[config.mk]
export PLATFORM = sky130hd
export DESIGN_NAME = pipe_ctrl
export DESIGN_NICKNAME = d
export VERILOG_FILES = /design/src/rtl/pipe_ctrl_pkg.sv /design/src/rtl/pipe_ctrl_jump_pend_buf.sv /design/src/rtl/pipe_ctrl.sv
export SDC_FILE = /design/constraint.sdc
export NUM_CORES = 1
export LEC_CHECK = 0
export ABC_AREA = 1
export BUFFER_PORTS_ARGS = -buffer_cell sky130_fd_sc_hd__buf_2
export CORE_UTILIZATION = 59
export CTS_CLUSTER_SIZE = 12
export DETAILED_ROUTE_END_ITERATION = 10
export PLACE_DENSITY = 0.86
export SLEW_MARGIN = 25
export SYNTH_ARGS = -nofsm -noshare
export SYNTH_HDL_FRONTEND = slang
export SYNTH_SLANG_ARGS = --single-unit
[constraint.sdc]
create_clock -name clk -period 2.2 [get_ports clk]
set_input_delay 0.11 -clock clk [delete_from_list [all_inputs] [get_ports clk]]
set_output_delay 0.11 -clock clk [all_outputs]
set_load 0.02 [all_outputs]
[src/rtl/pipe_ctrl_pkg.sv]
// Shared widths, stall levels, jump-info bit positions and FSM encoding for
// the pipeline stall/flush controller and its helpers.
package pipe_ctrl_pkg;

    localparam int RAMAddrLen    = 32;
    localparam int StallLevelLen = 2;
    localparam int JumpInfoLen   = 2;
    localparam int FsmLen        = 1;

    localparam logic [StallLevelLen-1:0] Stall_Null   = 2'd0;
    localparam logic [StallLevelLen-1:0] Stall_Decode = 2'd1;
    localparam logic [StallLevelLen-1:0] Stall_Issue  = 2'd2;
    localparam logic [StallLevelLen-1:0] Stall_All    = 2'd3;

    localparam int Jump_ID = 0;
    localparam int Jump_EX = 1;

    localparam logic                  Enable   = 1'b1;
    localparam logic [RAMAddrLen-1:0] ZeroWord = '0;

    localparam logic [FsmLen-1:0] S_RUN  = 1'b0;
    localparam logic [FsmLen-1:0] S_HOLD = 1'b1;

endpackage

[src/rtl/pipe_ctrl_jump_pend_buf.sv]
// One pending-jump slot: holds the first jump captured while the pipeline is
// frozen until the controller replays it. Clear has priority over capture.
module jump_pend_buf
    import pipe_ctrl_pkg::*;
(
    input  logic                  clk,
    input  logic                  rst,
    input  logic                  capture,
    input  logic                  clear,
    input  logic [RAMAddrLen-1:0] target,
    output logic                  pend,
    output logic [RAMAddrLen-1:0] pend_pc
);

    // NOTE: sequential state uses non-blocking assignments so every register
    // samples pre-edge values regardless of block ordering.
    always_ff @(posedge clk or negedge rst) begin
        if (!rst) begin
            pend    <= 1'b0;
            pend_pc <= ZeroWord;
        end else if (clear) begin
            pend    <= 1'b0;
        end else if (capture && !pend) begin
            pend    <= Enable;
            pend_pc <= target;
        end
    end

endmodule

[src/rtl/pipe_ctrl.sv]
// Stall/flush controller: arbitrates stage stall requests against ID/EX jump
// resolutions and replays jumps that resolved while the pipeline was frozen.
module pipe_ctrl
    import pipe_ctrl_pkg::*;
#(
    parameter int unsigned MEM_TIMEOUT = 64
) (
    input  logic                     clk,
    input  logic                     rst,
    input  logic                     if_stall_req,
    input  logic                     id_loaduse_req,
    input  logic                     mem_busy,
    input  logic                     jump_id_req,
    input  logic [RAMAddrLen-1:0]    jump_id_target,
    input  logic                     jump_ex_req,
    input  logic [RAMAddrLen-1:0]    jump_ex_target,
    output logic [StallLevelLen-1:0] stall_command,
    output logic [JumpInfoLen-1:0]   jp,
    output logic                     redirect_valid,
    output logic [RAMAddrLen-1:0]    redirect_pc,
    output logic                     mem_timeout,
    output logic [31:0]              cnt_stall_all,
    output logic [31:0]              cnt_flush
);

    localparam int               BusyW    = $clog2(MEM_TIMEOUT + 1);
    localparam logic [BusyW-1:0] BusyMax  = BusyW'(MEM_TIMEOUT);
    localparam logic [BusyW-1:0] BusyLast = BusyW'(MEM_TIMEOUT - 1);

    logic [FsmLen-1:0]     state;
    logic [FsmLen-1:0]     state_next;
    logic [BusyW-1:0]      busy_cnt;
    logic                  pend_ex;
    logic                  pend_id;
    logic [RAMAddrLen-1:0] pend_ex_pc;
    logic [RAMAddrLen-1:0] pend_id_pc;
    logic                  hold;
    logic                  ex_any;
    logic                  id_any;
    logic                  fire_ex;
    logic                  fire_id;
    logic                  cap_ex;
    logic                  cap_id;

    assign hold       = (state == S_HOLD);
    assign state_next = mem_busy ? S_HOLD : S_RUN;
    assign ex_any     = pend_ex || jump_ex_req;
    assign id_any     = pend_id || jump_id_req;

    // Only jumps seen after the first frozen cycle are held; an ID jump
    // yields to any EX jump, pending or live, since EX flushes it anyway.
    assign cap_ex = mem_busy && hold && jump_ex_req;
    assign cap_id = mem_busy && hold && jump_id_req && !jump_ex_req && !pend_ex;

    // NOTE: every combinational output gets a default first so no path
    // through the priority chain can infer a latch.
    always_comb begin
        stall_command  = Stall_Null;
        jp             = '0;
        redirect_valid = 1'b0;
        redirect_pc    = ZeroWord;
        fire_ex        = 1'b0;
        fire_id        = 1'b0;
        if (rst) begin
            if (mem_busy) begin
                stall_command = Stall_All;
            end else if (ex_any) begin
                fire_ex        = Enable;
                jp[Jump_EX]    = Enable;
                redirect_valid = Enable;
                redirect_pc    = pend_ex ? pend_ex_pc : jump_ex_target;
            end else if (id_loaduse_req) begin
                stall_command = Stall_Issue;
            end else if (id_any) begin
                fire_id        = Enable;
                jp[Jump_ID]    = Enable;
                redirect_valid = Enable;
                redirect_pc    = pend_id ? pend_id_pc : jump_id_target;
            end else if (if_stall_req) begin
                stall_command = Stall_Decode;
            end
        end
    end

    jump_pend_buf u_pend_ex (
        .clk     (clk),
        .rst     (rst),
        .capture (cap_ex),
        .clear   (fire_ex),
        .target  (jump_ex_target),
        .pend    (pend_ex),
        .pend_pc (pend_ex_pc)
    );

    jump_pend_buf u_pend_id (
        .clk     (clk),
        .rst     (rst),
        .capture (cap_id),
        .clear   (fire_ex || fire_id),
        .target  (jump_id_target),
        .pend    (pend_id),
        .pend_pc (pend_id_pc)
    );

    // Counters key off mem_busy and the fire strobes, never off their own
    // values, so nothing here feeds back into stall_command.
    always_ff @(posedge clk or negedge rst) begin
        if (!rst) begin
            state         <= S_RUN;
            busy_cnt      <= '0;
            mem_timeout   <= 1'b0;
            cnt_stall_all <= '0;
            cnt_flush     <= '0;
        end else begin
            state <= state_next;
            if (!mem_busy) begin
                busy_cnt <= '0;
            end else if (busy_cnt != BusyMax) begin
                busy_cnt <= busy_cnt + BusyW'(1);
            end
            if (mem_busy && (busy_cnt >= BusyLast)) begin
                mem_timeout <= Enable;
            end
            if (mem_busy) begin
                cnt_stall_all <= cnt_stall_all + 32'd1;
            end
            if (fire_ex || fire_id) begin
                cnt_flush <= cnt_flush + 32'd1;
            end
        end
    end

endmodule

# Word level (Yosys, flattened, before mapping)
# Index checks and enable logic that the tools add are counted.
# op_classes
n_reduce_logical,18
mux,33
n_lt_le_gt_ge,1
n_eq_ne,2
addsub,3
bitwise,2
# ops
operator,n
two-way mux 32 bit,7
adder 32 x 1 -> 32 bit (second input constant),2
two-way mux 1 bit,18
two-way mux 7 bit,2
two-way mux 2 bit,6
logical AND 1 bit,8
adder 7 x 1 -> 7 bit (second input constant),1
greater-or-equal comparator 7 x 6 -> 1 bit (second input constant),1
!= test 7 bit (second input constant),1
AND reduction 2 bit,2
nonzero test 2 bit,2
zero test 1 bit,3
logical OR 1 bit,3
!= test 2 x 1 -> 1 bit (second input constant),1
inverter 1 bit,2
# totals
wordCells,68
regBits,139
out_inout_bits,102

# Depth between registers and ports, before layout
# logic_depth
word_depth,9
ltp_mapped,10
ltp_nobuf,10

# Modules after synthesis
# Synthesis repeated with hierarchy kept, for this count alone.
# unflattened
cells_unflattened,970
hier_area_um2,7694.9
# by_module_without_submodules
module,area_each_um2,seq_area_each_um2,cells_each,instances
pipe_ctrl,5039.8,1826.8,684,1
jump_pend_buf,1327.5,825.8,143,2

# Worst setup path after synthesis
# OpenSTA, ideal clock, no wires.
# synth_path
path_type,register -> register
from,register cnt_flush[0]
to,register cnt_flush[24]
n_path_buf,0
arrival_ps,1417
path_stages_with_launch,11
slack_ps,666
period_less_slack_ps,1534
required_time_ps,2083
cell_sequence,dfrtp_1 > ha_1 > inv_1 > nor2_2 > nand2_1 > nor2_1 > nand2_1 > nor2_2 > nand2_1 > nand2_1 > nand2_1
# synth_via
elab_chain_cells,1
# synth_lines
element,line,text
"start, declared",pipe_ctrl.sv:23,output logic [31:0] cnt_flush
"start signal, assigned",pipe_ctrl.sv:128,cnt_flush <= cnt_flush + 32'd1;
adder 32 x 1 -> 32 bit,pipe_ctrl.sv:128,
# No other way between the ends.
# A chain may end at the register's enable or synchronous reset.

# Final worst setup path
# layout_path
from,register u_pend_id.pend
to,output port redirect_pc[27]
# layout_via
elab_chain_cells,6
# layout_lines
element,line,text
"start, declared",pipe_ctrl_jump_pend_buf.sv:11,"output logic pend,"
"start signal, assigned",pipe_ctrl_jump_pend_buf.sv:24,pend <= Enable;
two-way mux 32 bit / logical OR 1 bit (equally long branches),"pipe_ctrl.sv:78, pipe_ctrl.sv:48",
two-way mux 32 bit *,pipe_ctrl.sv:74,end else if (id_any) begin
two-way mux 32 bit *,pipe_ctrl.sv:72,end else if (id_loaduse_req) begin
two-way mux 32 bit *,pipe_ctrl.sv:67,end else if (ex_any) begin
two-way mux 32 bit *,pipe_ctrl.sv:65,if (mem_busy) begin
two-way mux 32 bit *,pipe_ctrl.sv:64,if (rst) begin
"end, declared",pipe_ctrl.sv:20,"output logic [RAMAddrLen-1:0] redirect_pc,"
# Mark *: on every way between the ends. The rest lies on a longest branch, timed or not.

==> run summary <==
The flow ran to the end, and the final reports show no timing, DRC or antenna violations. By startpoint and endpoint, the worst setup path is classified as register to output pin. Across all setup checks in the final design, the least slack found is 0.134 ns. The logs give 2 for the initial antenna violation count and 0 for the number of hold-slack violations in the final timing report. Summing all placed instances gives a cell area of 8560 µm².

TritonCTS built the clock tree. The clock passes through at most 2 buffers. The leading cell type in the layout, fill and taps excluded was nand2_1. The tools report the arrival time at the worst endpoint as 1.96 ns. In this run the most critical hold path is launched from jump_ex_target[11].

Cells with a size suffix above 1 make up 20.9% of the layout. Entering global routing, the biggest net connects 140 pins. Synthesis handed over a netlist of 996 instances.

The placeable core region was 12600 µm²; the via count of the first global-routing pass was 7004. The number of placed instances, taps included was 1309. Once layout is done, the placed cells without fillers occupy 9720 µm². For this run, the top clock speed supported by timing is 484 MHz. The floorplan step defined a die boundary enclosing 13400 µm². For the critical path data required time, the log shows 2.09 ns. The initial standard-cell utilization of the core is 60.6%.

The tree is rooted in a clkbuf_16. STA classifies the critical path startpoint as a register. The logs give 139 for the number of sinks driven by the clock tree and 1071 for the net count after synthesis. The final estimated routing congestion in global placement is 0.901. For the pin with the worst max-slew slack, the measured transition is 0.779 ns. For this run, design rule violations remaining after detail routing come to 0. Across all register-to-register paths, the minimum setup slack is 0.53 ns. The layout has 905 filler cells.

Overall routing resource usage: 31.3%. Relative to the synthesized area, the layout overhead comes to 27.0%. Worst setup timing slack at the placement stage: 0.526 ns.

Power spread over the standard cell area amounts to 802 nW/µm². Number of register bits inferred by synthesis: 139. The worst setup path is captured at an output pin. Die span in x: 116 µm.

Detailed placement finished with a half-perimeter wire length of 12600 µm. The clock latency on the worst-skew pair is 0.42 ns. The storage element area was 3480 µm²; the post-synthesis sequential area ratio was 45.4%.

The cell at the slowest stage of the critical path is buf_4. The worst path needs 2.07 ns of the cycle, external delays included. Placement row count: 41. The number of vias in the routed layout was 7458; the antenna violation net count after detailed routing was 0. The synthesized area per cell is 7.68 µm². The wire length after detailed routing came out at 20500 µm. The top cell types in the final layout, fill and taps aside, are nand2_1 (234), buf_2 (171), nor2_1 (144), dfrtp_1 (137), inv_1 (123).

The height of the die came out at 116 µm. The tools report the number of design-rule violations left by the first detailed-router iteration as 702. Summed over all failing endpoints, the final setup total negative slack is 0 ns. During synthesis, Yosys emitted a total of 0 warnings.

The count of input and output buffers was 172. The logs give 48.1% for the worst slew margin relative to its limit and 0.00669 ns for the worst setup skew after layout. The final design utilization was 77.0%; the final cycle utilization of the critical path was 93.9%.

The maximum fanout along the worst path came out at 64. In this run the static leakage power is 0.00504 µW. Dividing the detail-routed wire length by the instance count gives 14.6 µm.

Across the VDD grid, the largest voltage drop is 664 µV. The startpoint of the lowest-slack register-to-register path was u_pend_ex.pend. The tools report the count of pins over their slew limit as 0. Max-cap violations in this run came to 0. For this run, the post-layout net count is 1295. The tools report the post-synth design cell area as 7650 µm². The signal on the critical path passes through buf_4 > nor2_1 > a21oi_1 > o22ai_1 > buf_2.

Setup violations remaining at the end of the flow were counted as 0. The via-per-instance ratio came out at 5.30. The distinct cell type count after synthesis is 32, and the footprint of the multi-input gates is 3440 µm². The critical path starts at u_pend_id.pend. The final instance count without filler cells is 1406. During I/O placement, the number of pins put on the boundary was 173. Summed over all layers, the global routing overflow is 0. For this run, the slowest stage of the critical path takes 0.53 ns. TritonCTS created 17 clock buffers. The first global-routing pass estimated 32500 µm of wire. The number of iterations in the first detailed-routing pass came out at 5.

The clock slew at the register clock pins of the worst setup and hold paths is 0.05 ns. The min-delay analysis places its worst path in the category primary input to register. Setup repair after global routing left no endpoint under its margin. For the count of H-tree levels built during CTS, the log shows 4.
## logic make-up (layout without fill, tap and decap cells)
logic type / count (synthesis) / in the layout / synth area share [%]
flops: 139 / 139 / 45.4
buf+inv: 164 / 400 / 9.55
compound gates: 179 / 179 / 13.8
other cells: 0 / 2 / 0
fa+ha+maj: 4 / 4 / 0.654
simple gates: 468 / 468 / 25.8
xor+xnor: 42 / 42 / 4.81
## routing by layer
metal,routed length [µm],share of wire [%],GRT usage [%]
met1,8510,42,38.2
met2,10000,49,51.4
met3,1370,6.7,9.15
met4,574,2.8,14.7
met5,0,0,0
## worst paths after layout
path / cells after the start / to
max reg2reg: 6 / cnt_flush[7]
min in group asynchronous: 3 / u_pend_ex.pend_pc[12]
max: 5 / redirect_pc[27]
min reg2reg: 2 / u_pend_id.pend_pc[31]
min: 3 / u_pend_ex.pend_pc[11]
max in group asynchronous: 3 / u_pend_ex.pend
## cell usage after synthesis
| library cell | instances | area share (%) |
|---|---|---|
| nand2_4 | 1 | 0.15 |
| a21oi_1 | 68 | 4.4 |
| buf_4 | 4 | 0.39 |
| ha_1 | 4 | 0.65 |
| nand2_1 | 234 | 11 |
| nand3b_1 | 4 | 0.39 |
| nand2_2 | 5 | 0.41 |
| nor2_1 | 144 | 7.1 |
| o21ai_0 | 28 | 1.8 |
| nor2_2 | 10 | 0.82 |
| buf_2 | 14 | 0.92 |
| nand3b_4 | 1 | 0.26 |
| dfrtp_1 | 139 | 45 |
| nor3_1 | 13 | 0.85 |
| clkbuf_1 | 8 | 0.39 |
| nor4_1 | 1 | 0.082 |
| o21ai_2 | 30 | 3.4 |
| nand3_1 | 33 | 2.2 |
| o21ai_1 | 18 | 1.2 |
| nor3_2 | 1 | 0.13 |
| and3_1 | 1 | 0.082 |
| a31oi_1 | 1 | 0.082 |
| xor2_1 | 29 | 3.3 |
| buf_1 | 1 | 0.049 |
| nand4_1 | 16 | 1.3 |
| o21bai_1 | 2 | 0.20 |
| inv_2 | 3 | 0.15 |
| o22ai_1 | 32 | 2.6 |
| buf_6 | 11 | 1.6 |
| nor2_4 | 4 | 0.59 |
| inv_1 | 123 | 6.0 |
| xnor2_1 | 13 | 1.5 |
## report_power, final
group	leakage (µW)	internal, µW	switching [µW]
Clock	0.000250	1520	992
Sequential	0.00179	3040	385
Combinational	0.00300	705	1150
Total	0.00504	5260	2530
## critical path, delay by kind of cell (launching register included)
family                 cells  cell delay (ns)
and+or+nand+nor            1             0.16
DFF                        1             0.37
buffers and inverters      2             0.71
AOI/OAI and AO/OA          2             0.27
## flip-flops by register name (all words and copies together) (netlist names)
name               count
cnt_flush             32
mem_timeout            1
busy_cnt               7
hold                   1
u_pend_ex.pend         1
u_pend_ex.pend_pc     32
u_pend_id.pend_pc     32
cnt_stall_all         32
u_pend_id.pend         1
## layout make-up
class,instances,share of cell area (%)
multi-input combinational,693,35.4
clock buffer,29,5.15
tap,172,2.21
antenna,2,0.0515
sequential,139,35.8
clock inverter,2,0.103
inverter,126,4.87
timing repair buffer,243,16.4
## per-stage QoR
step	power, µW	hold WS, ns
after global placement	5080	0.322
after detailed placement	5170	0.318
after floorplan	4620	-0.186
after CTS	7770	0.00675
after global routing	8200	0.0129
final	7790	0.0170
## repair_timing
| action | CTS | global route |
|---|---|---|
| hold buffers | 64 | 0 |
| buffers inserted | 0 | 0 |
| resized for setup | 0 | 1 |
| endpoints found under the hold margin | 202 | 0 |
| endpoints found under the setup margin | 0 | 3 |
No activity file was read; power rests on OpenSTA's default activity.
